File: src/rtl/match_scorer.sv
// Match scorer: counts game wins from the game FSM state code, decides set and
// match winners, and freezes the score once the match has been decided.
module match_scorer #(
  parameter int GAMES_PER_SET = 6,
  parameter int SETS_TO_WIN   = 2
) (
  input  logic       clk,
  input  logic       rs_n,
  input  logic       clr,
  input  logic [2:0] y,
  output logic [3:0] games1,
  output logic [3:0] games2,
  output logic [2:0] sets1,
  output logic [2:0] sets2,
  output logic       set_done,
  output logic [1:0] set_winner,
  output logic       match_done,
  output logic [1:0] match_winner
);

  localparam logic [0:0] ST_PLAY       = 1'b0;
  localparam logic [0:0] ST_MATCH_OVER = 1'b1;
  localparam logic [2:0] Y_GAME1 = 3'b011;
  localparam logic [2:0] Y_GAME2 = 3'b100;
  localparam logic [3:0] GPS     = 4'(GAMES_PER_SET);
  localparam logic [3:0] GPS_P1  = 4'(GAMES_PER_SET + 1);
  localparam logic [2:0] STW     = 3'(SETS_TO_WIN);

  logic [0:0] state_q, state_d;
  logic [2:0] y_prev_q, y_prev_d;
  logic [3:0] games1_q, games1_d, games2_q, games2_d;
  logic [2:0] sets1_q, sets1_d, sets2_q, sets2_d;
  logic       set_done_q, set_done_d;
  logic [1:0] set_winner_q, set_winner_d;
  logic       match_done_q, match_done_d;
  logic [1:0] match_winner_q, match_winner_d;

  logic       win1, win2, set_win;
  logic [3:0] g_inc, g_opp;
  logic [2:0] s_inc;
  logic [1:0] who;

  // A game code counts only on the cycle it first appears.
  assign win1 = (y == Y_GAME1) && (y_prev_q != Y_GAME1);
  assign win2 = (y == Y_GAME2) && (y_prev_q != Y_GAME2);

  assign g_inc = (win1 ? games1_q : games2_q) + 4'd1;
  assign g_opp = win1 ? games2_q : games1_q;
  assign s_inc = (win1 ? sets1_q : sets2_q) + 3'd1;
  assign who   = win1 ? 2'b01 : 2'b10;

  // Lead subtraction is only meaningful once the scorer is ahead.
  assign set_win = (g_inc > g_opp) &&
                   (((g_inc >= GPS) && ((g_inc - g_opp) >= 4'd2)) || (g_inc == GPS_P1));

  always_comb begin
    state_d        = state_q;
    y_prev_d       = y;
    games1_d       = games1_q;
    games2_d       = games2_q;
    sets1_d        = sets1_q;
    sets2_d        = sets2_q;
    set_done_d     = 1'b0;
    set_winner_d   = set_winner_q;
    match_done_d   = match_done_q;
    match_winner_d = match_winner_q;
    if (clr) begin
      state_d        = ST_PLAY;
      y_prev_d       = 3'b000;
      games1_d       = 4'd0;
      games2_d       = 4'd0;
      sets1_d        = 3'd0;
      sets2_d        = 3'd0;
      set_winner_d   = 2'b00;
      match_done_d   = 1'b0;
      match_winner_d = 2'b00;
    end else if ((state_q == ST_PLAY) && (win1 || win2)) begin
      if (set_win) begin
        games1_d     = 4'd0;
        games2_d     = 4'd0;
        set_done_d   = 1'b1;
        set_winner_d = who;
        if (win1) sets1_d = s_inc;
        else      sets2_d = s_inc;
        if (s_inc == STW) begin
          match_done_d   = 1'b1;
          match_winner_d = who;
          state_d        = ST_MATCH_OVER;
        end
      end else if (win1) begin
        games1_d = g_inc;
      end else begin
        games2_d = g_inc;
      end
    end
  end

  always_ff @(posedge clk or negedge rs_n) begin
    if (!rs_n) begin
      state_q        <= ST_PLAY;
      y_prev_q       <= 3'b000;
      games1_q       <= 4'd0;
      games2_q       <= 4'd0;
      sets1_q        <= 3'd0;
      sets2_q        <= 3'd0;
      set_done_q     <= 1'b0;
      set_winner_q   <= 2'b00;
      match_done_q   <= 1'b0;
      match_winner_q <= 2'b00;
    end else begin
      state_q        <= state_d;
      y_prev_q       <= y_prev_d;
      games1_q       <= games1_d;
      games2_q       <= games2_d;
      sets1_q        <= sets1_d;
      sets2_q        <= sets2_d;
      set_done_q     <= set_done_d;
      set_winner_q   <= set_winner_d;
      match_done_q   <= match_done_d;
      match_winner_q <= match_winner_d;
    end
  end

  assign games1       = games1_q;
  assign games2       = games2_q;
  assign sets1        = sets1_q;
  assign sets2        = sets2_q;
  assign set_done     = set_done_q;
  assign set_winner   = set_winner_q;
  assign match_done   = match_done_q;
  assign match_winner = match_winner_q;

endmodule

File: config.mk
export PLATFORM = sky130hd
export DESIGN_NAME = match_scorer
export DESIGN_NICKNAME = d
export VERILOG_FILES = /design/src/rtl/match_scorer.sv
export SDC_FILE = /design/constraint.sdc
export NUM_CORES = 1
export LEC_CHECK = 0
export ABC_AREA = 1
export BUFFER_PORTS_ARGS = -buffer_cell sky130_fd_sc_hd__clkbuf_2
export CAP_MARGIN = 20
export CORE_UTILIZATION = 55
export DETAILED_ROUTE_END_ITERATION = 12
export PLACE_DENSITY = 0.86
export SLEW_MARGIN = 20
export SYNTH_ARGS = -nofsm -noshare
export SYNTH_HDL_FRONTEND = slang
export SYNTH_SLANG_ARGS = --single-unit
export TNS_END_PERCENT = 1
File: constraint.sdc
create_clock -name clk -period 3.12 [get_ports clk]
set_input_delay 0.312 -clock clk [delete_from_list [all_inputs] [get_ports clk]]
set_output_delay 0.312 -clock clk [all_outputs]
set_load 0.01 [all_outputs]
# Word level (Yosys, flattened, before mapping)
# Index checks and enable logic that the tools add are counted.
classes:
  bitwise: 1
  muxes: 35
  magnitude_cmp: 3
  reduce_logical: 18
  n_eq_ne: 8
  n_addsub: 3
op_table:
  columns: ["operator", "count"]
  rows:
  - ["4-bit 2-to-1 mux", 10]
  - ["3-bit 2-to-1 mux", 10]
  - ["2-bit 2-to-1 mux", 8]
  - ["3-bit AND reduction", 3]
  - ["2-bit nonzero test", 4]
  - ["1-bit 2-to-1 mux", 7]
  - ["3-bit by 2-bit equality test with 1-bit output (second input constant)", 2]
  - ["3-bit by 2-bit != test with 1-bit output (second input constant)", 2]
  - ["2-bit AND reduction", 3]
  - ["1-bit logical AND", 5]
  - ["4-bit by 1-bit adder with 4-bit output (second input constant)", 1]
  - ["4-bit by 3-bit equality test with 1-bit output (second input constant)", 1]
  - ["4-bit by 2-bit greater-or-equal comparator with 1-bit output (second input constant)", 1]
  - ["4-bit by 3-bit greater-or-equal comparator with 1-bit output (second input constant)", 1]
  - ["4-bit > comparator", 1]
  - ["4-bit subtractor", 1]
  - ["3-bit by 1-bit adder with 3-bit output (second input constant)", 1]
  - ["3-bit equality test (second input constant)", 1]
  - ["3-bit != test (second input constant)", 1]
  - ["3-bit nonzero test", 1]
  - ["1-bit logical OR", 2]
  - ["2-bit != test (second input constant)", 1]
  - ["1-bit NOT", 1]
word_totals:
  in_bits: 6
  output_inout_bits: 20
  ff_bits: 23

# Logic depth before layout (Yosys ltp)
# Gate-level depths: netlist (run 1).
depth:
  word_depth: 12
  ltp_mapped: 22

# Worst setup path after synthesis (run 1)
# Ideal clock, no wire load.
synth_timing:
  path_type: "reg2reg"
  start: "reg y_prev_q[2]"
  end: "reg match_winner_q[1] (netlist: match_winner[1])"
  n_path_buf: 1
  t_arrival_ps: 2500
  period_less_slack_ps: 2617
  required_ps: 3003
  path_slack_ps: 503
  path_stages_with_launch: 21
  setup_time_ps: 117
  path_cell_list: "dfrtp_1 > inv_1 > nand3_2 > nand2_4 > nand2_1 > nand2_2 > inv_1 > ha_1 > inv_1 > ha_1 > nand2_1 > o21ai_0 > xnor2_1 > nand3_1 > nand2_2 > nand2_2 > nand2_4 > nand2_8 > buf_8 > nand3_1 > nand2_1"
synth_between:
  elab_chain_len: 11
  word_cells_on_any_way: 29
  cone_classes: "add/sub: 3; order compare: 3; eq/ne: 4; mux: 8; reduce/logical: 11"
synth_lines:
  columns: ["element", "line", "source"]
  rows:
  - ["start: declaration", "30", "logic [2:0] y_prev_q, y_prev_d;"]
  - ["start signal: assignment", "112", "y_prev_q <= y_prev_d;"]
  - ["3-bit by 2-bit != test with 1-bit output", "44", "assign win1 = (y == Y_GAME1) && (y_prev_q != Y_GAME1);"]
  - ["1-bit logical AND", "44", null]
  - ["4-bit 2-to-1 mux", "47", "assign g_inc = (win1 ? games1_q : games2_q) + 4'd1;"]
  - ["4-bit by 1-bit adder with 4-bit output", "47", null]
  - ["4-bit subtractor", "54", "(((g_inc >= GPS) && ((g_inc - g_opp) >= 4'd2)) || (g_inc == GPS_P1));"]
  - ["4-bit by 2-bit greater-or-equal comparator with 1-bit output", "54", null]
  - ["1-bit logical AND", "54", null]
  - ["1-bit logical OR", "54", null]
  - ["1-bit logical AND", "53", "assign set_win = (g_inc > g_opp) &&"]
  - ["2-bit nonzero test (no source line)", null, null]
  - ["3-bit AND reduction (no source line)", null, null]
  - ["end signal: assignment", "120", "match_winner_q <= match_winner_d;"]
  - ["end: declaration", "36", "logic [1:0] match_winner_q, match_winner_d;"]
# Several ways; a longest one is shown, not always the timed one. The select of a mux whose other input is x is not followed.
# A chain may end at the register's enable or synchronous reset.

# Worst setup path after layout (run 1)
layout_timing:
  start: "reg y_prev_q[2]"
  end: "reg games2_q[1] (netlist: games2[1])"
layout_between:
  elab_chain_len: 12
  word_cells_on_any_way: 24
  cone_classes: "add/sub: 2; order compare: 3; eq/ne: 4; mux: 6; reduce/logical: 9"
layout_lines:
  columns: ["element", "line", "source"]
  rows:
  - ["3-bit by 2-bit != test with 1-bit output", "44", null]
  - ["1-bit logical AND", "44", null]
  - ["4-bit 2-to-1 mux", "47", null]
  - ["4-bit by 1-bit adder with 4-bit output", "47", null]
  - ["4-bit subtractor", "54", null]
  - ["4-bit by 2-bit greater-or-equal comparator with 1-bit output", "54", null]
  - ["1-bit logical AND", "54", null]
  - ["1-bit logical OR", "54", null]
  - ["1-bit logical AND", "53", null]
  - ["4-bit 2-to-1 mux", "78", "if (set_win) begin"]
  - ["4-bit 2-to-1 mux", "77", "end else if ((state_q == ST_PLAY) && (win1 || win2)) begin"]
  - ["4-bit 2-to-1 mux", "67", "if (clr) begin"]
  - ["end signal: assignment", "114", "games2_q <= games2_d;"]
  - ["end: declaration", "31", "logic [3:0] games1_q, games1_d, games2_q, games2_d;"]
# Several ways; a longest one is shown, not always the timed one. The select of a mux whose other input is x is not followed.

==> reports/qor.csv, run 1 <==
metric,value,unit
status,finished clean,
Multi-input gate area,872,um2
setup_tns,0,ns
warnings from Yosys,0,
register area,576,um2
"Seq/Total Area, Yosys",0.381,
max layer used,met4,
Yosys cell types,29,
# setup viols final,0,
Worst Hold End,y_prev_q[1],
Worst-path clk slew,0.13,ns
Starting Density,0.594,
Synth Instances,194,
fmax,351,MHz
Synth area leaders,"dfrtp_1, nand2_1, ha_1, nand3_1, inv_1",
DRC,0,
hold depth,3,
PwrDens,673,nW/um2
final antenna-violating net count,0,
CTS tree,yes,
DP HPWL,2480,um
R2R setup slack,0.27,ns
share of layout cells above drive strength 1,0.248,
Slew HR,0.622,
Synth Register Bits,23,
"count leader, synth",nand2_1,
root buf cell,clkbuf_4,
worst hold path class,in2reg,
die width,54.4,um
Worst path most repeated cell,nand2_1,
initial drt markers,20,
setup ws final,0.270,ns
gr usage total,0.261,
worst-margin pin slew,0.567,ns
worst skew pair latency,0.31,ns
placed instance area,1640,um2
r2r startpoint,y_prev_q[2],
Max-Cap Viols,0,
via count,1344,
Setup crit start kind,flip-flop,
commonest cells in the netlist,"nand2_1, dfrtp_1, inv_1",
htree depth,1,
Chip Height,54.4,um
WL/cell,13.2,um
crit path DAT,3.10,ns
Rows,18,
largest area contributor in the netlist,dfrtp_1,
static leakage,0.986,nW
HP Start,y[1],
WP buf/inv,3,
worst vdd ir,0.502,mV
Post-Route WL,3320,um
RR Endpoint,games2[1],
ANT cells,0,
die area,2960,um2
Final period util,0.914,
crit-path max FO,17,
Synthesized Nets,208,
Layout area overhead,13.7,%
Final Hold Fails,0,
vias per cell,5.33,
vias in the first global route,1289,
post-synth top area share,0.381,
Top delay family on crit path,simple AND/OR/NAND/NOR gates,
"Cell Chain, Critical Path","inv_1, nand3_4, nand2_4, nand2_1, nand2_2, inv_1, ha_4, inv_1, ha_1, nand2_1, o21ai_1, xnor2_1, nand3_1, nand2_2, nand2_2, nand2_4, nand2_8, nor2_2, nand2_1, nand2_1",
WL met3,107,um
final global-route overflow total,0,
pre-CTS WS,0.170,ns
io pins,26,
fill count,219,
Post-Route Skew,0.00412,ns
met2 WL,1580,um
R2R cell count,20,
largest net degree at the start of global routing,24,
initial antenna violation count,0,
WHS,0.214,ns
IO Port Bufs,25,
# nets final,237,
Post-synth top flop,dfrtp_1,
syn_area_per_cell,7.79,um2
met1 WL,1560,um
Post-synth EDFFs,0,
fin area,1720,um2
CP required,3.37,ns
minimum clock period,2.85,ns
kind of critical path,reg2reg,
clock sinks,23,
total CTS buffers,3,
total power,1.16,mW
Mapped Area,1510,um2
RD Place Congestion,0.947,
drt pass-1 iters,4,
core box area,2540,um2
"Async S/R FF share, synth",1.00,
Max Root-Sink Buffers,2,
cell count along the critical path,20,
first-pass GRT wire length,5520,um
crit path max-delay cell type,dfrtp_1,
nature of the critical path endpoint,flip-flop,
Pins Over Slew Limit,0,
CP peak stage delay,0.38,ns
==> worst max-delay path by stage <==
stage / slack, ns / start / to
4_1_cts: 0.13 / y_prev_q[2] / games2[1]
3_5_place_dp: 0.17 / y_prev_q[2] / games2[1]
5_1_grt: -0.03 / y_prev_q[2] / games2[1]
2_1_floorplan: 0.50 / y_prev_q[2] / match_winner[1]
3_3_place_gp: 0.30 / y[0] / games1[0]
6_report: 0.27 / y_prev_q[2] / games2[1]
==> kinds of logic (layout without fill, tap and decap cells) <==
family | count (synthesis) | count (layout) | synth area share
mux | 3 | 3 | 0.0199
flops | 23 | 23 | 0.381
simple gates | 123 | 123 | 0.385
buf+inv | 20 | 48 | 0.0637
fa+ha+maj | 8 | 8 | 0.0712
xor+xnor | 3 | 3 | 0.0174
compound gates | 14 | 14 | 0.0621
==> flip-flops by register name, indices dropped and copies added, names as in the netlist <==
signal / cells
set_winner: 2
games2: 4
sets1: 3
set_done: 1
match_winner: 2
games1: 4
sets2: 3
y_prev_q: 3
match_done: 1
==> where the power goes <==
group / internal [mW] / leakage, nW / total (mW) / switching [mW]
Combinational: 0.235 / 0.668 / 0.592 / 0.356
Sequential: 0.361 / 0.304 / 0.427 / 0.0660
Clock: 0.0499 / 0.0150 / 0.138 / 0.0881
==> per-layer routing <==
layer | vias up | track usage
li1 | 672 | -
met1 | 626 | 0.353
met2 | 36 | 0.409
met3 | 10 | 0.0361
met4 | 0 | 0.128
met5 | - | 0
==> worst min-delay path: stages <==
cell and delay, ns:
clkbuf_2 0.11, inv_1 0.05, nor2_1 0.03
==> area by class of cell <==
cell class / instances / area share
Clock buffer: 4 / 0.0153
Inverter: 17 / 0.0371
Multi-Input combinational cell: 151 / 0.508
Sequential cell: 23 / 0.335
Tap cell: 30 / 0.0218
Timing Repair Buffer: 27 / 0.0830
==> timing repair <==
action,4_1_cts,5_1_grt
hold endpoints to repair,23,0
buffers inserted,0,1
resized for setup,0,8
hold buffers,1,0
endpoints found under the setup margin,0,19
==> layout by cell type, fill, tap and decap left out, types with 4 or more instances in the layout <==
cell type	netlist	layout
clkbuf_2	0	25
dfrtp_1	23	23
ha_1	7	6
inv_1	17	17
nand2_1	73	72
nand2_2	7	8
nand3_1	14	14
nor2_1	16	12
nor2_2	0	4
==> through the flow <==
step / std cells / util
final: 252 / 0.675
after global placement: 246 / 0.645
after detailed placement: 246 / 0.645
after global routing: 252 / 0.675
after CTS: 251 / 0.659
after floorplan: 194 / -
No activity file was read; power rests on OpenSTA's default activity.
==> inputs of run 2 (changes only) <==
Settings changed: BUFFER_PORTS_ARGS -buffer_cell sky130_fd_sc_hd__clkbuf_2 to -buffer_cell sky130_fd_sc_hd__buf_2, CORE_UTILIZATION 55 to 25, PLACE_DENSITY 0.86 to 0.5.
==> reports/qor.csv, run 2 (same netlist as run 1, synthesis figures left out) <==
metric,value,unit,change
status,finished clean,,
Post-Route Skew,0.00536,ns,+0.00124 ns
Chip Height,79.8,um,+47%
initial drt markers,69,,+250%
final global-route overflow total,0,,unchanged
# setup viols final,0,,unchanged
clock sinks,23,,unchanged
Starting Density,0.266,,-0.328
first-pass GRT wire length,6410,um,+16%
htree depth,1,,unchanged
pre-CTS WS,0.156,ns,-0.0137 ns
die area,6360,um2,+110%
fmax,354,MHz,+0.80%
share of layout cells above drive strength 1,0.233,,-0.0146
core box area,5680,um2,+120%
die width,79.8,um,+47%
Post-Route WL,3610,um,+8.6%
vias in the first global route,1383,,+7.3%
worst-margin pin slew,0.550,ns,-0.0174 ns
via count,1350,,+0.45%
crit path DAT,3.04,ns,-0.06 ns
CTS tree,yes,,
io pins,26,,unchanged
Multi-input gate area,842,um2,-3.4%
Final period util,0.906,,-0.00726
most frequent cells in the layout,"nand2_1, buf_2, dfrtp_1, inv_1, nor2_1",,
DP HPWL,2850,um,+15%
Worst-path clk slew,0.09,ns,-0.04 ns
static leakage,1.01,nW,+2.2%
worst skew pair latency,0.27,ns,-0.04 ns
"most common cell after layout, fill and taps aside",nand2_1,,
initial antenna violation count,0,,unchanged
setup ws final,0.292,ns,+0.0226 ns
WL/cell,12.2,um,-7.2%
vias per cell,4.58,,-14%
worst hold path class,in2async,,
RD Place Congestion,0.879,,-7.2%
total CTS buffers,3,,unchanged
crit-path max FO,17,,unchanged
ANT cells,0,,unchanged
PwrDens,668,nW/um2,-0.78%
nature of the critical path endpoint,flip-flop,,
final core occ,0.311,,-0.364
RSZ-0062 raised after global routing,no,,
drt pass-1 iters,4,,unchanged
Pins Over Slew Limit,0,,unchanged
kind of critical path,reg2reg,,
setup_tns,0,ns,unchanged
DRC,0,,unchanged
Max-Cap Viols,0,,unchanged
largest net degree at the start of global routing,24,,unchanged
Rows,27,,+9
CTS Hold Bufs,0,,-1
Max Root-Sink Buffers,2,,unchanged
worst vdd ir,0.275,mV,-45%
Final Hold Fails,0,,unchanged
root buf cell,clkbuf_8,,
CP required,3.34,ns,-0.03 ns
gr usage total,0.129,,-0.132
fill count,622,,+180%
final antenna-violating net count,0,,unchanged
IO Port Bufs,25,,unchanged
minimum clock period,2.83,ns,-0.0226 ns
Slew HR,0.633,,+0.0116
Setup crit start kind,flip-flop,,
Layout area overhead,16.7,%,
# nets final,238,,+0.42%
register area,576,um2,unchanged
==> run 2: what timing repair did <==
action / CTS / global route
resized for setup: 0 / 2
hold endpoints to repair: 0 / 0
buffers inserted: 0 / 3
setup endpoints to repair: 0 / 19
==> run 2: path summary, 6_finish.rpt <==
check / cells after the start / slack (ns) / start / to
max: 20 / 0.29 / y_prev_q[2] / games1[1]
max in group asynchronous: 1 / 2.73 / rs_n / match_done
min reg2reg: 2 / 0.48 / match_winner[1] / match_winner[1]
min in group clk: 3 / 0.26 / y[0] / y_prev_q[0]
min: 1 / 0.02 / rs_n / games1[3]
max reg2reg: 20 / 0.29 / y_prev_q[2] / games1[1]
==> run 2: cell type report <==
cell class,count,area share
multi-input combinational,151,0.477
timing repair buffer,28,0.0837
clock buffer,4,0.0255
sequential,23,0.326
tap,72,0.0511
inverter,17,0.0362
==> run 2: per-layer routing <==
metal	GRT usage	wire length, um	part of all wire
met4	0.0411	50	0.014
met1	0.159	1740	0.48
met5	0	0	0
met3	0.0286	127	0.035
met2	0.223	1690	0.47
==> run 2: power breakdown <==
part           internal, mW  total [mW]  switching [mW]
registers             0.361       0.423          0.0613
logic                 0.221       0.565           0.344
clock network        0.0913       0.191          0.0996
total                 0.674        1.18           0.505
==> run 2: through the flow <==
step / power, mW / instances / area [um2] / hold WS (ns)
after floorplan: 0.834 / 194 / 1510 / 0.0164
after global placement: 0.994 / 288 / 1690 / 0.342
after detailed placement: 0.993 / 288 / 1690 / 0.332
after CTS: 1.19 / 292 / 1740 / 0.0369
after global routing: 1.29 / 295 / 1760 / 0.0617
final: 1.18 / 295 / 1760 / 0.0200
==> run 2: worst max-delay path: stages (launching register included) <==
cell	delay, ns
dfrtp_1	0.38
inv_1	0.08
nand3_2	0.14
nand2_4	0.14
nand2_1	0.07
nand2_2	0.12
inv_1	0.06
ha_1	0.33
inv_1	0.07
ha_1	0.29
nand2_1	0.05
o21ai_1	0.15
xnor2_1	0.13
nand3_1	0.10
nand2_2	0.08
nand2_2	0.06
nand2_4	0.12
nand2_8	0.12
nor2_1	0.16
nand2_1	0.08
nand2_1	0.06
